$ cat src/rtl/hv_pwm_intb_encode.sv
// PWM INTB encoder: sends set (1 low pulse) or clr (3 low pulses) frames.
// Ports: i_clk, i_rst (sync, active-high), i_en, i_intb_set_req,
//   i_intb_clr_req -> o_hv_pwm_intb_n (registered line), o_busy,
//   o_frame_done (last GAP cycle), o_tx_intb_n (level of last frame).
module hv_pwm_intb_encode #(
  parameter int PLS_LO_CYC = 6,
  parameter int PLS_HI_CYC = 6,
  parameter int GAP_CYC    = 16
) (
  input  logic i_clk,
  input  logic i_rst,
  input  logic i_en,
  input  logic i_intb_set_req,
  input  logic i_intb_clr_req,
  output logic o_hv_pwm_intb_n,
  output logic o_busy,
  output logic o_frame_done,
  output logic o_tx_intb_n
);

  localparam int MAXLH = (PLS_LO_CYC > PLS_HI_CYC) ? PLS_LO_CYC : PLS_HI_CYC;
  localparam int MAXC  = (MAXLH > GAP_CYC) ? MAXLH : GAP_CYC;
  localparam int CW    = $clog2(MAXC + 1);

  typedef enum logic [1:0] {
    IDLE,
    PLS_LO,
    PLS_HI,
    GAP
  } state_t;

  state_t      state, state_n;
  logic [CW-1:0] cnt, cnt_n;
  logic [1:0]  pls, pls_n;
  logic        code_set, code_set_n;
  logic        set_pend, set_pend_n;
  logic        clr_pend, clr_pend_n;
  logic        tx, tx_n;
  logic        line;
  logic        pick_set;
  logic        last_lo, last_hi, last_gap;

  assign last_lo  = (cnt == CW'(PLS_LO_CYC - 1));
  assign last_hi  = (cnt == CW'(PLS_HI_CYC - 1));
  assign last_gap = (cnt == CW'(GAP_CYC - 1));
  assign pick_set = set_pend | i_intb_set_req;

  always_comb begin
    state_n    = state;
    cnt_n      = cnt;
    pls_n      = pls;
    code_set_n = code_set;
    tx_n       = tx;
    set_pend_n = set_pend;
    clr_pend_n = clr_pend;
    // Latest request wins; set wins a same-cycle tie.
    if (i_intb_set_req) begin
      set_pend_n = 1'b1;
      clr_pend_n = 1'b0;
    end else if (i_intb_clr_req) begin
      clr_pend_n = 1'b1;
      set_pend_n = 1'b0;
    end
    unique case (state)
      IDLE: begin
        if (i_en && (set_pend | clr_pend |
                     i_intb_set_req | i_intb_clr_req)) begin
          state_n    = PLS_LO;
          cnt_n      = '0;
          code_set_n = pick_set;
          pls_n      = pick_set ? 2'd1 : 2'd3;
          if (pick_set) set_pend_n = 1'b0;
          else          clr_pend_n = 1'b0;
        end
      end
      PLS_LO: begin
        if (last_lo) begin
          cnt_n = '0;
          if (pls > 2'd1) begin
            pls_n   = pls - 2'd1;
            state_n = PLS_HI;
          end else begin
            pls_n   = 2'd0;
            state_n = GAP;
          end
        end else begin
          cnt_n = cnt + 1'b1;
        end
      end
      PLS_HI: begin
        if (last_hi) begin
          cnt_n   = '0;
          state_n = PLS_LO;
        end else begin
          cnt_n = cnt + 1'b1;
        end
      end
      GAP: begin
        if (last_gap) begin
          cnt_n   = '0;
          state_n = IDLE;
          tx_n    = ~code_set;
        end else begin
          cnt_n = cnt + 1'b1;
        end
      end
      default: state_n = IDLE;
    endcase
  end

  always_ff @(posedge i_clk) begin
    if (i_rst) begin
      state    <= IDLE;
      cnt      <= '0;
      pls      <= 2'd0;
      code_set <= 1'b0;
      set_pend <= 1'b0;
      clr_pend <= 1'b0;
      tx       <= 1'b1;
      line     <= 1'b1;
    end else begin
      state    <= state_n;
      cnt      <= cnt_n;
      pls      <= pls_n;
      code_set <= code_set_n;
      set_pend <= set_pend_n;
      clr_pend <= clr_pend_n;
      tx       <= tx_n;
      // Line is registered from the next state so it tracks PLS_LO exactly.
      line     <= (state_n != PLS_LO);
    end
  end

  assign o_hv_pwm_intb_n = line;
  assign o_busy          = (state != IDLE);
  assign o_frame_done    = (state == GAP) && last_gap;
  assign o_tx_intb_n     = tx;

endmodule
$ cat config.mk
export PLATFORM = sky130hd
export DESIGN_NAME = hv_pwm_intb_encode
export DESIGN_NICKNAME = d
export VERILOG_FILES = /design/src/rtl/hv_pwm_intb_encode.sv
export SDC_FILE = /design/constraint.sdc
export NUM_CORES = 1
export LEC_CHECK = 0
export CORE_MARGIN = 2
export CORE_UTILIZATION = 53
export DETAILED_ROUTE_END_ITERATION = 10
export PLACE_DENSITY = 0.82
export SYNTH_ARGS = -nofsm -noshare
export SYNTH_HDL_FRONTEND = slang
export SYNTH_SLANG_ARGS = --single-unit
export TNS_END_PERCENT = 1
$ cat constraint.sdc
create_clock -name i_clk -period 2.42 [get_ports i_clk]
set_input_delay 0.484 -clock i_clk [delete_from_list [all_inputs] [get_ports i_clk]]
set_output_delay 0.484 -clock i_clk [all_outputs]
set_load 0.01 [all_outputs]
-- Yosys cells after proc, flatten, opt, wreduce, memory -nomap -nowiden
Index checks and enable logic that the tools add are counted.
- $add $sub $neg: 2
- order comparisons: 1
- equal/unequal tests: 8
- mux-type cells: 25
- bitwise logic cells: 5
- reduce and logical (&&, ||, !) cells: 9
- operators with widths (kind ; count):
    2-bit two-way mux ; 8
    5-bit two-way mux ; 3
    5-bit one-hot mux with 3 select lines ; 1
    1-bit two-way mux ; 11
    2-bit one-hot mux with 4 select lines ; 1
    5-bit by 1-bit adder with 5-bit output (second input constant) ; 1
    5-bit by 3-bit == test with 1-bit output (second input constant) ; 1
    5-bit by 4-bit == test with 1-bit output (second input constant) ; 1
    2-bit == test (second input constant) ; 2
    2-bit inequality test (second input constant) ; 2
    1-bit OR ; 4
    2-bit one-hot mux with 2 select lines ; 1
    2-bit AND reduction ; 2
    2-bit nonzero test ; 2
    3-bit AND reduction ; 1
    2-bit by 1-bit == test with 1-bit output (second input constant) ; 1
    2-bit by 1-bit > comparator with 1-bit output (second input constant) ; 1
    1-bit logical AND ; 2
    2-bit zero test ; 1
    2-bit by 1-bit inequality test with 1-bit output (second input constant) ; 1
    2-bit OR reduction ; 1
    2-bit by 1-bit subtractor with 2-bit output (second input constant) ; 1
    1-bit NOT ; 1
- register bits: 14
- bits of input ports: 5
- word-level logic and storage cells: 58

-- Depth between registers and ports, before layout
Gate-level depths: netlist of the first run.
- depth in word-level cells: 7
- mapped depth: 8

-- Worst setup path after synthesis of the first run
OpenSTA, ideal clock, no wires.
- kind: register to register
- start point: register cnt[0]
- end point: register state[1]
- library setup time: 0.071 ns
- data arrival time: 1.679 ns
- data required time: 2.349 ns
- slack: 0.670 ns
- cell stages (with the launch flop): 9
- path buffers: 0
- path through: dfxtp_1 > ha_1 > nand3_1 > inv_1 > ha_1 > nor2b_1 > a211oi_1 > or4_1 > a21oi_1
- longest elaborated chain between the ends: 3
- elaborated cells on any way between the ends: 6
- classes of those cells: 2 x eq/ne; 4 x mux
- RTL lines (what ; line ; RTL):
    from (decl) ; 33 ; logic [CW-1:0] cnt, cnt_n;
    from (signal assigned) ; 123 ; cnt <= cnt_n;
    5-bit by 4-bit == test with 1-bit output / 5-bit by 3-bit == test with 1-bit output (equally long branches) ; 45, 43, 44 ;
    2-bit two-way mux (on tied branches) ; 99, 77, 91 ;
    2-bit one-hot mux with 4 select lines (*) ; 64 ; unique case (state)
    to (signal assigned) ; 122 ; state <= state_n;
    to (decl) ; 32 ; state_t state, state_n;
Every way passes the cells marked *; elsewhere a longest branch is shown, timed or not.
A chain may end at the register's enable or synchronous reset.

-- Worst setup path in the final report of the first run
- start point: register state[0]
- end point: output port o_busy
- longest elaborated chain between the ends: 1
- RTL lines (what ; line ; RTL):
    2-bit nonzero test ; 135 ; assign o_busy = (state != IDLE);
    to (decl) ; 16 ; output logic o_busy,
Every way passes these cells.

==> results of run 1 <==
## final timing paths
kind               start          end  slack [ns]
max             state[0]       o_busy        0.21
min          o_tx_intb_n  o_tx_intb_n        0.47
max reg2reg       cnt[0]     state[1]        0.49
min reg2reg  o_tx_intb_n  o_tx_intb_n        0.47
## state kept, by name, indices dropped and copies added, names as in the netlist
register	count
o_hv_pwm_intb_n	1
code_set	1
state	2
set_pend	1
clr_pend	1
o_tx_intb_n	1
pls	2
cnt	5
## final cells by class
cell class	instances	area, um^2
fillers	122	514
multi-input cells	70	487
flip-flops and latches	14	285
repair buffers	11	105
inverters	11	41.3
clock buffers	4	36.3
well taps	16	20.0
## cell families after synthesis
kind of cell | synth area share, %
AND/OR/NAND/NOR | 24.6
AO/OA/AOI/OAI | 20.8
buffers and inverters | 7.28
flip-flops | 34.0
adder cells (fa/ha/maj) | 12.1
multiplexers | 1.21
## worst max-delay path: cells and delay by family, from the launching register on
family	cells	cell delay [ns]
buf+inv	3	0.80
fa+ha+maj	1	0.22
flops	1	0.42
## per-layer routing
layer / vias up / wire length, um / global-route usage, %
met2: 17 / 830 / 35.2
met1: 367 / 742 / 22.5
met3: 4 / 73 / 3.75
met5: - / 0 / 0
met4: 0 / 17 / 5.45
li1: 372 / - / -
## power breakdown
group	switching [mW]	internal (mW)
Clock	0.0783	0.0914
Combinational	0.0843	0.0712
Sequential	0.0134	0.248
## layout by cell type, fill, tap and decap left out, types with 2 or more instances in the layout
master	n
o21ai_0	3
dfxtp_1	12
nor3_1	2
nand3_1	4
or4_1	2
a211oi_1	4
nand3b_1	4
inv_1	11
clkdlybuf4s50_1	7
a21oi_1	4
ha_1	7
nand2_1	8
nor2b_1	2
nor2_1	10
buf_4	3
a31oi_1	3
clkbuf_4	3
## repair_timing
| action | in CTS | in global routing |
|---|---|---|
| gates cloned | 0 | 0 |
| gates resized for setup | 1 | 4 |
| endpoints found under the setup margin | 1 | 1 |
==> reports/metrics.yaml, run 1 <==
timing:
  skew_ns: 0.00191
  finalHoldViolCount: 0
  worst_slack_ns: 0.213
  worst_slew_pin_slew_ns: 0.246
  drv_slew: 0
  setup_viol: 0
  hold_ws_ns: 0.468
  max-slew-margin-rel_pct: 83.5
  tns_ns: 0
  finalCritPeriodShare_pct: 91.2
  max_freq_mhz: 453
  fin_crit_ns: 2.21
  rsz0062_at_grt: "false"
clocking:
  cts_tree: "done"
  cts_made_buffers: 3
  root_buffer: "clkbuf_4"
  htree_levels: 1
  ctsHoldBuffers: 0
  post_cts_buffers: 0
  cts_sinks: 14
  clock_latency_ns: 0.28
  clockBufferDepth: 2
  clkSlewWorstSetupHoldPaths_ns: 0.09
floorplan:
  start_util_pct: 55.4
  die_w_um: 43.4
  rows: 14
  die_height_um: 43.4
  ios: 9
  core_area_um2: 1490
  die_area_um2: 1890
placed_design:
  io_buffers: 8
  place_ws_ns: 0.250
  dpl-instance-area_um2: 928
  hpwl_mm: 1.26
  post-place-cells: 122
  gp_congestion: 0.857
synthesis:
  syn-cell-area_um2: 825
  synth_nets: 111
  ys_top_cells_by_count: "14 x dfxtp_1, 11 x inv_1, 10 x nor2_1, 8 x ha_1, 8 x nand2_1"
  synth_top_area_share_pct: 34.0
  ys_warn_count: 0
  synth-seq-cells: 14
  yosys-top-cells-area: "dfxtp_1 34%, ha_1 12%, inv_1 5.0%"
  synth_flop_cell: "dfxtp_1"
  syn_area_per_cell_um2: 8.41
  synth_cells: 98
  async_flop_share_pct: 0
  yosys.area.top_type: "dfxtp_1"
  ys_seq_area_share_pct: 34.0
  synth_edf_count: 0
  synth.distinct_cells: 32
  yosysMostFrequentCell: "dfxtp_1"
critical_path:
  path_max_fanout: 5
  cp-end-kind: "output port"
  path_class: "reg2out"
  cpMostUsedCell: "inv_1"
  critPathArrivalTime_ns: 1.72
  crit_path_max_incr_delay_ns: 0.55
  r2r_cells: 8
  crit_path_top_delay_cell: "clkdlybuf4s50_1"
  start_kind: "flop"
  crit_path_cell_trace: "inv_1 > ha_1 > inv_1 > clkdlybuf4s50_1"
  cp.required_ns: 1.94
job:
  cap_violations: 0
grt:
  grt_antenna_before_repair: 0
  grt_usage_pct: 19.2
  grt_pass1_vias: 685
  grt_start_max_net_pins: 15
  gr-total-overflow: 0
  grt_pass1_wl_mm: 2.78
finish:
  final_layout_size_suffix_gt1_share_pct: 13.6
  nets: 124
  area_growth_pct: 18.2
  final_cells: 126
  finalInstanceArea_um2: 975
  finish.utilization_pct: 65.5
  diodes: 0
pwr:
  pwr_density_cell_nw_per_um2: 601
  irDropWorstVdd_mv: 0.375
  p_leak_nw: 0.411
  power.total_mw: 0.586
route:
  vias_per_cell: 6.03
  drt-pass1-iter-count: 5
  drc: 0
  num_vias: 760
  first_iter_violations: 30
  drt_wl_total_mm: 1.66
  route.detailed.wl_per_inst_um: 13.2
  ant_nets: 0
min_path:
  min_path_type: "reg2reg"
  min_path_cells: 1
outcome:
  status: "complete, no violations"
No activity file was read; power rests on OpenSTA's default activity.
==> inputs of run 2 (changes only) <==
- CORE_MARGIN: 2 -> 8
==> reports/metrics.yaml, run 2 (same netlist as run 1, synthesis figures left out) <==
outcome:
  status: "complete, no violations"  # unchanged
timing:
  tns_ns: 0  # unchanged
  worst_slew_pin_slew_ns: 0.298  # was 0.246 ns
  skew_ns: 0.00468  # was 0.00191 ns
  rsz0062_at_grt: "false"  # unchanged
  finalHoldViolCount: 0  # unchanged
  fin_crit_ns: 2.21  # about the same
  drv_slew: 0  # unchanged
  max-slew-margin-rel_pct: 80.1  # was 83.5%
  max_freq_mhz: 453  # about the same
  setup_viol: 0  # unchanged
  finalCritPeriodShare_pct: 91.2  # about the same
finish:
  final_layout_size_suffix_gt1_share_pct: 12.7  # was 13.6%
  top_regs: "cnt: 5 flops, pls: 2 flops, state: 2 flops"  # unchanged
  layout_common_cells: "12 x dfxtp_1, 11 x inv_1, 10 x nor2_1"  # unchanged
  largest_reg_flops: 5  # unchanged
  diodes: 0  # unchanged
  regMostFlops: "cnt"  # unchanged
  area_growth_pct: 17.6  # was 18.2%
  finalInstanceArea_um2: 970  # was 975 um^2
  fillers: 139  # was 122
  final_common_cell: "dfxtp_1"  # unchanged
  nets: 124  # unchanged
critical_path:
  cpMostUsedCell: "inv_1"  # unchanged
  crit_buf_inv: 3  # unchanged
  start_kind: "flop"  # unchanged
  path_class: "reg2out"  # unchanged
  path_max_fanout: 5  # unchanged
  cp.required_ns: 1.94  # about the same
  crit_path_max_incr_delay_ns: 0.56  # was 0.55 ns
  crit_path_top_delay_cell: "clkdlybuf4s50_1"  # unchanged
  crit_path_cell_trace: "inv_1 > ha_1 > inv_1 > clkdlybuf4s50_1"  # unchanged
  cpLargestDelayFamily: "buffers and inverters"  # unchanged
  cp-end-kind: "output port"  # unchanged
  critPathArrivalTime_ns: 1.72  # about the same
clocking:
  clkSlewWorstSetupHoldPaths_ns: 0.09  # about the same
  clock_latency_ns: 0.28  # about the same
  htree_levels: 1  # unchanged
  cts_tree: "done"  # unchanged
  root_buffer: "clkbuf_4"  # unchanged
  post_cts_buffers: 0  # unchanged
  clockBufferDepth: 2  # unchanged
  cts_sinks: 14  # unchanged
  cts_made_buffers: 3  # unchanged
  ctsHoldBuffers: 0  # unchanged
placed_design:
  gp_congestion: 0.838  # was 0.857
  io_buffers: 8  # unchanged
  dpl-instance-area_um2: 928  # unchanged
  hpwl_mm: 1.31  # was 1.26 mm
route:
  drt-pass1-iter-count: 4  # was 5
  route.met3.wl_um: 107  # was 73 um
  num_vias: 750  # was 760
  ant_nets: 0  # unchanged
  vias_per_cell: 5.95  # was 6.03
  dr_wl_met2_um: 815  # was 830 um
  first_iter_violations: 18  # was 30
  wl_met1_um: 798  # was 742 um
  route.detailed.wl_per_inst_um: 13.9  # was 13.2 um
  top_layer_used: "met4"  # unchanged
  drt_wl_total_mm: 1.75  # was 1.66 mm
  drc: 0  # unchanged
job:
  cap_violations: 0  # unchanged
floorplan:
  die_area_um2: 3070  # was 1890 um^2
  start_util_pct: 55.4  # unchanged
  die_w_um: 55.4  # was 43.4 um
  core_area_um2: 1490  # unchanged
  rows: 14  # unchanged
  ios: 9  # unchanged
  die_height_um: 55.4  # was 43.4 um
grt:
  gr-total-overflow: 0  # unchanged
  grt_start_max_net_pins: 12  # was 15
  grt_pass1_vias: 740  # was 685
  grt_antenna_before_repair: 0  # unchanged
  grt_usage_pct: 11.7  # was 19.2%
  grt_pass1_wl_mm: 3.05  # was 2.78 mm
pwr:
  pwr_density_cell_nw_per_um2: 614  # was 601 nW/um^2
  p_leak_nw: 0.414  # was 0.411 nW
  irDropWorstVdd_mv: 0.288  # was 0.375 mV
min_path:
  min_path_type: "reg2reg"  # unchanged
run 2: power breakdown:
group          switching (mW)  internal (mW)
logic                  0.0881         0.0715
clock network          0.0814         0.0916
registers              0.0142          0.248
total                   0.184          0.411
run 2: worst paths after layout:
| kind | from | cells past startpoint | slack [ns] | endpoint |
|---|---|---|---|---|
| worst min-delay path | o_tx_intb_n | 1 | 0.48 | o_tx_intb_n |
| worst max register to register | cnt[0] | 8 | 0.53 | state[1] |
| worst max-delay path | state[0] | 4 | 0.21 | o_busy |
| worst min register to register | o_tx_intb_n | 1 | 0.48 | o_tx_intb_n |
run 2: stage by stage:
stage	util [%]	setup WS (ns)	power, mW	instances	hold WS [ns]
after floorplan	-	0.670	0.369	98	0.451
after global placement	62.4	0.281	0.419	122	0.445
after detailed placement	62.4	0.241	0.425	122	0.463
after CTS	64.9	0.0257	0.596	126	0.484
after global routing	65.1	0.138	0.628	126	0.511
final	65.1	0.212	0.595	126	0.479
run 2: repair_timing:
item	4_1_cts	5_1_grt
setup endpoints to repair	1	1
resized for setup	1	2
pin swaps	0	0
run 2: metal layers:
layer,vias to the layer above,track usage (%)
met2,16,19.2
li1,372,-
met5,-,0
met1,358,12.0
met3,4,4.57
met4,0,7.39
run 2: final cells by class:
cell class	instances	area, um^2	area share (%)
well taps	16	20.0	2.06
multi-input cells	70	484	49.9
inverters	11	41.3	4.26
clock buffers	4	36.3	3.74
flip-flops and latches	14	283	29.2
repair buffers	11	105	10.8
run 2: worst register-to-register path, delay by kind of cell (launching register included):
family / cells / cell delay [ns]
buffers and inverters: 1 / 0.05
adders and majority gates: 2 / 0.41
DFF: 1 / 0.35
and+or+nand+nor: 3 / 0.80
AOI/OAI and AO/OA: 2 / 0.21
